**config.mk**
```make
export PLATFORM = sky130hd
export DESIGN_NAME = wifi_depuncturer
export DESIGN_NICKNAME = d
export VERILOG_FILES = /design/src/rtl/wifi_phy_pkg.sv /design/src/rtl/depunct_pattern.sv /design/src/rtl/wifi_depuncturer.sv
export SDC_FILE = /design/constraint.sdc
export NUM_CORES = 1
export LEC_CHECK = 0
export CORE_MARGIN = 10
export CORE_UTILIZATION = 51
export CTS_CLUSTER_SIZE = 8
export DETAILED_ROUTE_END_ITERATION = 8
export GPL_TIMING_DRIVEN = 0
export HOLD_SLACK_MARGIN = 0.08
export PLACE_DENSITY = 0.75
export SYNTH_ARGS = -nofsm -noshare
export SYNTH_HDL_FRONTEND = slang
export SYNTH_SLANG_ARGS = --single-unit
```
**constraint.sdc**
```tcl
create_clock -name clk -period 2.1 [get_ports clk]
set_input_delay 0.315 -clock clk [delete_from_list [all_inputs] [get_ports clk]]
set_output_delay 0.315 -clock clk [all_outputs]
set_load 0.01 [all_outputs]
```
**src/rtl/wifi_phy_pkg.sv**
```systemverilog
// Shared WiFi PHY RX definitions: rate codes, depuncturer states,
// puncturing masks and pattern periods.
package wifi_phy_pkg;

  localparam logic [1:0] RATE_1_2 = 2'b00;
  localparam logic [1:0] RATE_2_3 = 2'b01;
  localparam logic [1:0] RATE_3_4 = 2'b10;

  typedef enum logic [1:0] {
    IDLE  = 2'd0,
    RUN   = 2'd1,
    FLUSH = 2'd2,
    DONE  = 2'd3
  } state_t;

  // Bit i set means output slot i carries a received bit.
  localparam logic [3:0] PUNC_MASK_2_3 = 4'b0111;
  localparam logic [5:0] PUNC_MASK_3_4 = 6'b100111;

  localparam logic [2:0] PERIOD_1_2 = 3'd2;
  localparam logic [2:0] PERIOD_2_3 = 3'd4;
  localparam logic [2:0] PERIOD_3_4 = 3'd6;

  // The reserved code 11 behaves as an unpunctured rate-1/2 frame.
  function automatic logic [1:0] rate_norm(input logic [1:0] rate);
    return (rate == 2'b11) ? RATE_1_2 : rate;
  endfunction

endpackage

```
**src/rtl/depunct_pattern.sv**
```systemverilog
// Puncturing pattern decode: for the latched rate and current output slot,
// reports whether the slot carries data and whether it closes the period.
module depunct_pattern
  import wifi_phy_pkg::*;
(
  input  logic [1:0] rate_r,
  input  logic [2:0] slot,
  output logic       is_data,
  output logic       period_end
);

  logic [7:0] mask_3_4;

  assign mask_3_4 = {2'b00, PUNC_MASK_3_4};

  always_comb begin
    // NOTE: every output gets a default before the case so no path leaves it unassigned (no latch).
    is_data    = 1'b1;
    period_end = (slot == PERIOD_1_2 - 3'd1);
    case (rate_r)
      RATE_2_3: begin
        is_data    = PUNC_MASK_2_3[slot[1:0]];
        period_end = (slot == PERIOD_2_3 - 3'd1);
      end
      RATE_3_4: begin
        is_data    = mask_3_4[slot];
        period_end = (slot == PERIOD_3_4 - 3'd1);
      end
      default: ;
    endcase
  end

endmodule

```
**src/rtl/wifi_depuncturer.sv**
```systemverilog
// WiFi RX depuncturer: re-inserts dummy bits for rates 2/3 and 3/4 and writes
// a rate-1/2 A/B stream into the decoder FIFO. Optional erasure flag output
// is enabled by defining DEPUNCT_ERASURE_EN.
module wifi_depuncturer
  import wifi_phy_pkg::*;
#(
  parameter int   LW        = 16,
  parameter logic DUMMY_BIT = 1'b0
) (
  input  logic          clk,
  input  logic          reset,
  input  logic          start,
  input  logic [1:0]    rate,
  input  logic [LW-1:0] n_coded,
  input  logic          valid_in,
  input  logic          data_in,
  output logic          ready_in,
  input  logic          hold,
  output logic          we,
  output logic          data_out,
`ifdef DEPUNCT_ERASURE_EN
  output logic          erasure_out,
`endif
  output logic          busy,
  output logic          done
);

  state_t        state, state_d;
  logic [2:0]    slot, slot_d, slot_inc;
  logic [LW-1:0] count, count_d, count_inc;
  logic [LW-1:0] len_r, len_d;
  logic [1:0]    rate_r, rate_d;
  logic          we_d, dout_d;
  logic          is_data, period_end;

  depunct_pattern u_pattern (
    .rate_r     (rate_r),
    .slot       (slot),
    .is_data    (is_data),
    .period_end (period_end)
  );

  assign slot_inc  = period_end ? 3'd0 : slot + 3'd1;
  assign count_inc = count + LW'(1);

  always_comb begin
    state_d  = state;
    slot_d   = slot;
    count_d  = count;
    len_d    = len_r;
    rate_d   = rate_r;
    we_d     = 1'b0;
    dout_d   = DUMMY_BIT;
    ready_in = 1'b0;
    unique case (state)
      IDLE: begin
        if (start) begin
          rate_d  = rate_norm(rate);
          len_d   = n_coded;
          slot_d  = 3'd0;
          count_d = '0;
          state_d = (n_coded == '0) ? DONE : RUN;
        end
      end
      RUN: begin
        if (!hold) begin
          if (is_data) begin
            ready_in = 1'b1;
            if (valid_in) begin
              we_d    = 1'b1;
              dout_d  = data_in;
              count_d = count_inc;
              slot_d  = slot_inc;
              // A frame ending mid-period pads out the period to keep A/B pairs aligned.
              if (count_inc == len_r) state_d = period_end ? DONE : FLUSH;
            end
          end else begin
            we_d   = 1'b1;
            slot_d = slot_inc;
          end
        end
      end
      FLUSH: begin
        if (!hold) begin
          we_d   = 1'b1;
          slot_d = slot_inc;
          if (period_end) state_d = DONE;
        end
      end
      DONE: state_d = IDLE;
      default: state_d = IDLE;
    endcase
  end

  always_ff @(posedge clk or negedge reset) begin
    if (!reset) begin
      state    <= IDLE;
      slot     <= 3'd0;
      count    <= '0;
      len_r    <= '0;
      rate_r   <= RATE_1_2;
      we       <= 1'b0;
      data_out <= 1'b0;
      busy     <= 1'b0;
      done     <= 1'b0;
    end else begin
      // NOTE: non-blocking assignments so every register samples pre-edge values.
      state    <= state_d;
      slot     <= slot_d;
      count    <= count_d;
      len_r    <= len_d;
      rate_r   <= rate_d;
      we       <= we_d;
      data_out <= dout_d;
      busy     <= (state_d == RUN) || (state_d == FLUSH);
      done     <= (state == DONE);
    end
  end

`ifdef DEPUNCT_ERASURE_EN
  logic erase_d;

  assign erase_d = (state == FLUSH) || ((state == RUN) && !is_data);

  always_ff @(posedge clk or negedge reset) begin
    if (!reset) erasure_out <= 1'b0;
    else        erasure_out <= we_d & erase_d;
  end
`endif

endmodule

```
==> results.json, run 1 <==
{
  "cts_root_buffer": "clkbuf_8",
  "final_layout_size_suffix_gt1_share_pct": 31.5,
  "max_slew_margin_pct": 61.2,
  "routed_wl_um": 6930,
  "n_antenna_cell": 0,
  "grt_pass1_wl_um": 11300,
  "yosysUniqueCellTypes": 48,
  "synth_nets": 315,
  "worst_setup_path_end_kind": "flop",
  "routabilityCongestion": 0.889,
  "hold_viol": 0,
  "violations": "negative setup slack",
  "r2r_cells": 7,
  "vdd_ir_drop_max_v": 0.000866,
  "fin_crit_ns": 2.23,
  "met2_usage_pct": 25.6,
  "hold_class": "in -> async",
  "cp_top_family": "simple AND/OR/NAND/NOR gates",
  "grt_util_met1_pct": 20.5,
  "r2r_end": "busy$_DFF_PN0_",
  "start_util_pct": 53.2,
  "finalCritPeriodShare_pct": 106,
  "yosysWarnings": 0,
  "crit_buf_inv": 1,
  "rsz0062_at_grt": "yes",
  "fmax_mhz": 448,
  "critPathLaunchType": "flop",
  "seqCellArea_sq_um": 1090,
  "syn_to_final_growth_pct": 34.0,
  "final-setup-viol-count": 2,
  "use_met3_pct": 2.64,
  "async_flop_share_pct": 100,
  "clock_sinks": 43,
  "cts-buffers-inserted": 5,
  "synth_top_family_by_area": "simple AND/OR/NAND/NOR gates",
  "syn_area_per_cell_sq_um": 9.79,
  "route.detailed.wl_per_inst_um": 16.5,
  "dpl.hpwl_um": 4860,
  "max_stage_delay_ns": 0.40,
  "grt_overflow": 0,
  "synth_edf_count": 0,
  "final_util_pct": 71.3,
  "fin_setup_tns_ns": -0.241,
  "first_pass_iters": 4,
  "ant_nets": 0,
  "synth_compound_area_share_pct": 14.7,
  "status": "finished, violations left",
  "crit_chain": "buf_4 -> nand3_4 -> nor4_4 -> xnor2_1 -> nor4_2 -> nand4_1 -> mux2_4",
  "cts_htree_levels": 2,
  "clk_latency_ns": 0.30,
  "drc_errors": 0,
  "port_buffers": 28,
  "worst_pin_slew_ns": 0.582,
  "cts.path.max_buffers": 2,
  "worstPathArrival_ns": 2.42,
  "ys_seq_area_share_pct": 39.1,
  "cts_tree": "done",
  "multi_input_area_sq_um": 1740,
  "finalClockSkew_ns": 0.00927,
  "synth.mux.area_fraction_pct": 8.09,
  "die_w_um": 93.5,
  "die_h_um": 93.5,
  "clkTransAtPathRegs_ns": 0.09,
  "busiest_layer": "met2",
  "ys_ff_latch": 43,
  "coreArea_sq_um": 5170,
  "synth_adder_area_share_pct": 4.55,
  "antenna_found_initial": 0,
  "cp.required_ns": 2.29,
  "synthesis.area_sq_um": 2750,
  "grt_pass1_vias": 2364,
  "path_class": "reg -> reg",
  "synth-xor-area-share_pct": 7.32,
  "drt_iter0_drc": 185,
  "regToRegSetupSlack_ns": -0.13,
  "grt_start_max_net_pins": 32,
  "fillers": 355,
  "die_area_sq_um": 8730,
  "crit_slowest_cell": "dfrtp_2",
  "power_density_nw_per_um2": 1010,
  "power_leakage_nw": 1.53,
  "synth_flop_cell": "dfrtp_1",
  "nets": 382,
  "critPathMaxFanout": 8,
  "ios": 29,
  "rows": 26,
  "maxCapViolCount": 0,
  "syn_inst": 281,
  "grt_use_total_pct": 15.8,
  "finalMaxSlewViolations": 0,
  "worst_r2r_startpoint": "count[1]$_DFFE_PN0P_",
  "setup_ws_ns": -0.132,
  "synthSimpleGateAreaFrac_pct": 23.2,
  "viasPerCell": 5.74,
  "vias": 2405
}
registers in the layout, indices dropped and copies added, names as in the netlist, 2 cells and up:
register  cells
len_r        16
count        16
rate_r        2
slot          3
state         2
logic make-up (layout without fill, tap and decap cells):
group                    after synthesis  after routing
XOR/XNOR                              23             23
AO/OA/AOI/OAI                         64             64
AND/OR/NAND/NOR                      101            101
adder cells (fa/ha/maj)               10             10
multiplexers                          20             20
buffers and inverters                 20             88
flip-flops                            43             43
worst max-delay path by stage:
stage	end	from	depth (start not counted)
final	busy$_DFF_PN0_	count[1]$_DFFE_PN0P_	7
after global routing	busy$_DFF_PN0_	count[2]$_DFFE_PN0P_	7
after CTS	busy$_DFF_PN0_	count[0]$_DFFE_PN0P_	8
after detailed placement	count[1]$_DFFE_PN0P_	slot[0]$_DFFE_PN0P_	7
after global placement	count[0]$_DFFE_PN0P_	reset	1
after floorplan	busy$_DFF_PN0_	count[1]$_DFFE_PN0P_	8
layer usage:
layer | wire length, um | up-vias
met2 | 3300 | 72
met1 | 3150 | 1162
met4 | 142 | 0
li1 | - | 1161
met3 | 340 | 10
met5 | 0 | -
where the power goes:
| group | leakage, nW | total, W | internal [W] | switching, W |
|---|---|---|---|---|
| combinational | 0.933 | 0.00173 | 0.000902 | 0.000830 |
| sequential | 0.538 | 0.00130 | 0.00106 | 0.000243 |
| clock | 0.0612 | 0.000673 | 0.000385 | 0.000288 |
stage by stage:
step	hold WS (ns)	total power, W	setup WS (ns)	instances	area [sq um]
2_1_floorplan	0.0194	0.00224	0.0225	281	2770
3_3_place_gp	0.497	0.00260	-0.611	379	3130
3_5_place_dp	0.232	0.00265	-0.311	380	3150
4_1_cts	0.438	0.00350	-0.130	404	3450
5_1_grt	0.471	0.00394	-0.202	419	3690
6_report	0.426	0.00371	-0.132	419	3690
final cells by class:
class,count,share of cell area (%)
Sequential cell,43,29.6
Tap cell,70,2.38
Buffer,10,2.14
Multi-Input combinational cell,218,47.2
Inverter,10,1.12
Clock buffer,6,2.24
Clock inverter,2,0.950
Timing Repair Buffer,60,14.4
timing repair:
| item | CTS | global route |
|---|---|---|
| setup endpoints to repair | 21 | 23 |
| hold buffers | 1 | 0 |
| buffers inserted | 15 | 15 |
| resized for setup | 23 | 39 |
| hold endpoints to repair | 12 | 0 |
| pin swaps | 9 | 15 |
Yosys cell counts (3+ instances only):
| library cell | count | area [sq um] |
|---|---|---|
| mux2_2 | 18 | 203 |
| inv_1 | 10 | 37.5 |
| o31ai_1 | 5 | 37.5 |
| nand4_1 | 4 | 25.0 |
| buf_2 | 3 | 15.0 |
| xor2_1 | 7 | 61.3 |
| dfrtp_1 | 43 | 1080 |
| nand3_1 | 7 | 35.0 |
| nand2b_1 | 7 | 43.8 |
| nor4_4 | 4 | 85.1 |
| nor3_1 | 3 | 15.0 |
| and3_1 | 3 | 18.8 |
| nor4_1 | 6 | 37.5 |
| nor2_1 | 17 | 63.8 |
| o21ai_0 | 31 | 155 |
| nand2_1 | 24 | 90.1 |
| ha_1 | 10 | 125 |
| clkbuf_1 | 6 | 22.5 |
| nand3_2 | 3 | 30.0 |
| nor3b_1 | 5 | 37.5 |
| xnor2_1 | 16 | 140 |
| nor2b_1 | 9 | 56.3 |
| a21oi_1 | 7 | 35.0 |
| o41ai_1 | 3 | 26.3 |
cell usage in the layout (no fill, tap or decap), types with 5 or more instances in the layout:
cell type,instances
dfrtp_2,12
nand2_1,24
nor3b_1,5
xor2_1,7
ha_1,5
inv_1,8
o21ai_0,29
a21oi_1,6
dfrtp_1,31
buf_4,31
clkbuf_8,6
o31ai_1,5
clkdlybuf4s50_1,26
xnor2_1,16
nor2b_1,8
mux2_2,17
nand3_1,6
nand2b_1,7
nor2_1,17
Note: power is estimated with default switching activity, not from simulation.
==> run 2, diff against run 1 <==
--- a/config.mk
+++ b/config.mk
@@ -5,6 +5,7 @@
 export SDC_FILE = /design/constraint.sdc
 export NUM_CORES = 1
 export LEC_CHECK = 0
+export CORE_ASPECT_RATIO = 2
 export CORE_MARGIN = 10
 export CORE_UTILIZATION = 51
 export CTS_CLUSTER_SIZE = 8
@@ -12,6 +13,7 @@
 export GPL_TIMING_DRIVEN = 0
 export HOLD_SLACK_MARGIN = 0.08
 export PLACE_DENSITY = 0.75
+export SKIP_CTS_REPAIR_TIMING = 1
 export SYNTH_ARGS = -nofsm -noshare
 export SYNTH_HDL_FRONTEND = slang
 export SYNTH_SLANG_ARGS = --single-unit
==> run 2 against run 1 <==
  * Highest routed layer unchanged
  * Critical path depth unchanged
  * First-iteration DRC count fell by 39%
  * Clock skew about the same
  * Flip-flop and latch count unchanged
  * Critical path type unchanged
  * The run still ends with negative setup slack left
==> results.json, run 2 (synthesis results as in run 1) <==
{
  "violations": "negative setup slack",
  "fillers": 411,
  "crit_slowest_cell": "dfrtp_1",
  "dpl.hpwl_um": 5330,
  "pwr-share-seq_pct": 36.2,
  "cts-buffers-inserted": 5,
  "cts_root_buffer": "clkbuf_8",
  "rows": 37,
  "finalClockSkew_ns": 0.00954,
  "power_leakage_nw": 1.50,
  "critPathLaunchType": "flop",
  "final_cell_mix": "dfrtp_1, o21ai_0, clkdlybuf4s50_1, nand2_1",
  "clock_sinks": 43,
  "fin_crit_ns": 2.35,
  "finalMaxSlewViolations": 0,
  "largestRegisters": "count (16), len_r (16), slot (3)",
  "final_layout_size_suffix_gt1_share_pct": 25.6,
  "vias": 2360,
  "cp_top_family": "simple AND/OR/NAND/NOR gates",
  "design_area_sq_um": 3510,
  "fin_setup_tns_ns": -0.652,
  "clkTransAtPathRegs_ns": 0.08,
  "port_buffers": 28,
  "path_class": "reg -> reg",
  "seqCellArea_sq_um": 1080,
  "final_cells": 394,
  "drc_errors": 0,
  "routabilityCongestion": 0.897,
  "maxCapViolCount": 0,
  "cp.required_ns": 2.29,
  "multi_input_area_sq_um": 1710,
  "cts_tree": "done",
  "grt_start_max_net_pins": 40,
  "start_util_pct": 53.1,
  "cts.path.max_buffers": 2,
  "crit_buf_inv": 1,
  "cts_htree_levels": 2,
  "hold_class": "in -> async",
  "worstPathArrival_ns": 2.54,
  "vdd_ir_drop_max_v": 0.000778,
  "placed_area_sq_um": 3130,
  "viasPerCell": 5.99,
  "critPathMaxFanout": 7,
  "antenna_found_initial": 0,
  "layout_commonest_cell": "dfrtp_1",
  "coreArea_sq_um": 5180,
  "crit_cells": 7,
  "max_stage_delay_ns": 0.52,
  "p_comb_share_pct": 47.0,
  "crit_chain": "nand3_4 -> nor4_4 -> xnor2_1 -> nor4_2 -> nand4_1 -> buf_4 -> mux2_4",
  "first_pass_iters": 4,
  "setup_ws_ns": -0.249,
  "route.detailed.wl_per_inst_um": 18.1,
  "die_h_um": 124,
  "worst_setup_path_end_kind": "flop",
  "grt_overflow": 0,
  "p_switching_w": 0.00132,
  "finalCritPeriodShare_pct": 112,
  "rsz0062_at_grt": "yes",
  "max_slew_margin_pct": 61.5,
  "clk_latency_ns": 0.31,
  "ant_nets": 0,
  "hold_viol": 0,
  "post-place-cells": 368,
  "syn_to_final_growth_pct": 27.6,
  "swShare_pct": 37.4,
  "drt_iter0_drc": 113,
  "regToRegSetupSlack_ns": -0.25,
  "nets": 369,
  "grt_pass1_vias": 2308,
  "power_density_nw_per_um2": 1010,
  "n_antenna_cell": 0,
  "p_clk_share_pct": 16.9,
  "worst_pin_slew_ns": 0.578,
  "status": "finished, violations left",
  "grt_pass1_wl_um": 11100,
  "die_area_sq_um": 8910,
  "grt_use_total_pct": 15.8,
  "routed_wl_um": 7140,
  "die_w_um": 71.9,
  "fmax_mhz": 426,
  "p_int_w": 0.00221,
  "final-setup-viol-count": 3,
  "r2r_cells": 7,
  "ios": 29
}
[run 2: cell count changes in the layout (fill, tap and decap cells not counted), moves of 2 or more]
cell	before	now
nor4_1	3	5
buf_2	1	4
buf_4	31	17
inv_2	1	3
nor4_2	3	1
dfrtp_1	31	36
dfrtp_2	12	7
buf_6	4	2
clkbuf_4	3	1
[run 2: path summary, 6_finish.rpt]
check / startpoint / endpoint
max: count[9]$_DFFE_PN0P_ / state[0]$_DFF_PN0_
min: reset / state[1]$_DFF_PN0_
max reg2reg: count[9]$_DFFE_PN0P_ / state[0]$_DFF_PN0_
min reg2reg: count[15]$_DFFE_PN0P_ / count[15]$_DFFE_PN0P_
max in group asynchronous: reset / slot[0]$_DFFE_PN0P_
min in group clk: count[15]$_DFFE_PN0P_ / count[15]$_DFFE_PN0P_
[run 2: worst register-to-register path, stage by stage, from the launching register on]
cell	delay, ns
dfrtp_1	0.52
nand3_4	0.20
nor4_4	0.40
xnor2_1	0.14
nor4_2	0.36
nand4_1	0.14
buf_4	0.18
mux2_4	0.29
[run 2: area by class of cell]
class                           count  share of cell area (%)
Buffer                              9                    1.82
Inverter                           10                    1.07
Clock buffer                        8                    2.85
Multi-Input combinational cell    218                    48.6
Timing Repair Buffer               48                    12.7
Sequential cell                    43                    30.9
Tap cell                           58                    2.07
[run 2: power by group through the flow]
stage | combinational [W] | sequential (W) | clock (W)
after floorplan | 0.00101 | 0.00123 | 0
after global placement | 0.00135 | 0.00127 | 0
after detailed placement | 0.00138 | 0.00128 | 0
after CTS | 0.00139 | 0.00126 | 0.000605
after global routing | 0.00183 | 0.00131 | 0.000631
final | 0.00166 | 0.00128 | 0.000596
[run 2: metal layers]
layer	GRT usage (%)	part of all wire, %	wire (um)
met1	14.4	34	2450
met2	30.4	57	4100
met3	4.06	4.6	331
met4	8.27	3.6	260
met5	0	0	0
[run 2: stage by stage]
stage | utilization (%) | setup slack (ns) | hold WS (ns) | power (W)
global route | 67.7 | -0.332 | 0.362 | 0.00377
floorplan | - | 0.0225 | 0.0194 | 0.00224
global placement | 60.1 | -0.632 | 0.497 | 0.00262
CTS | 62.4 | -0.533 | -0.177 | 0.00326
finish | 67.7 | -0.249 | 0.354 | 0.00353
detailed placement | 60.4 | -0.507 | 0.149 | 0.00266
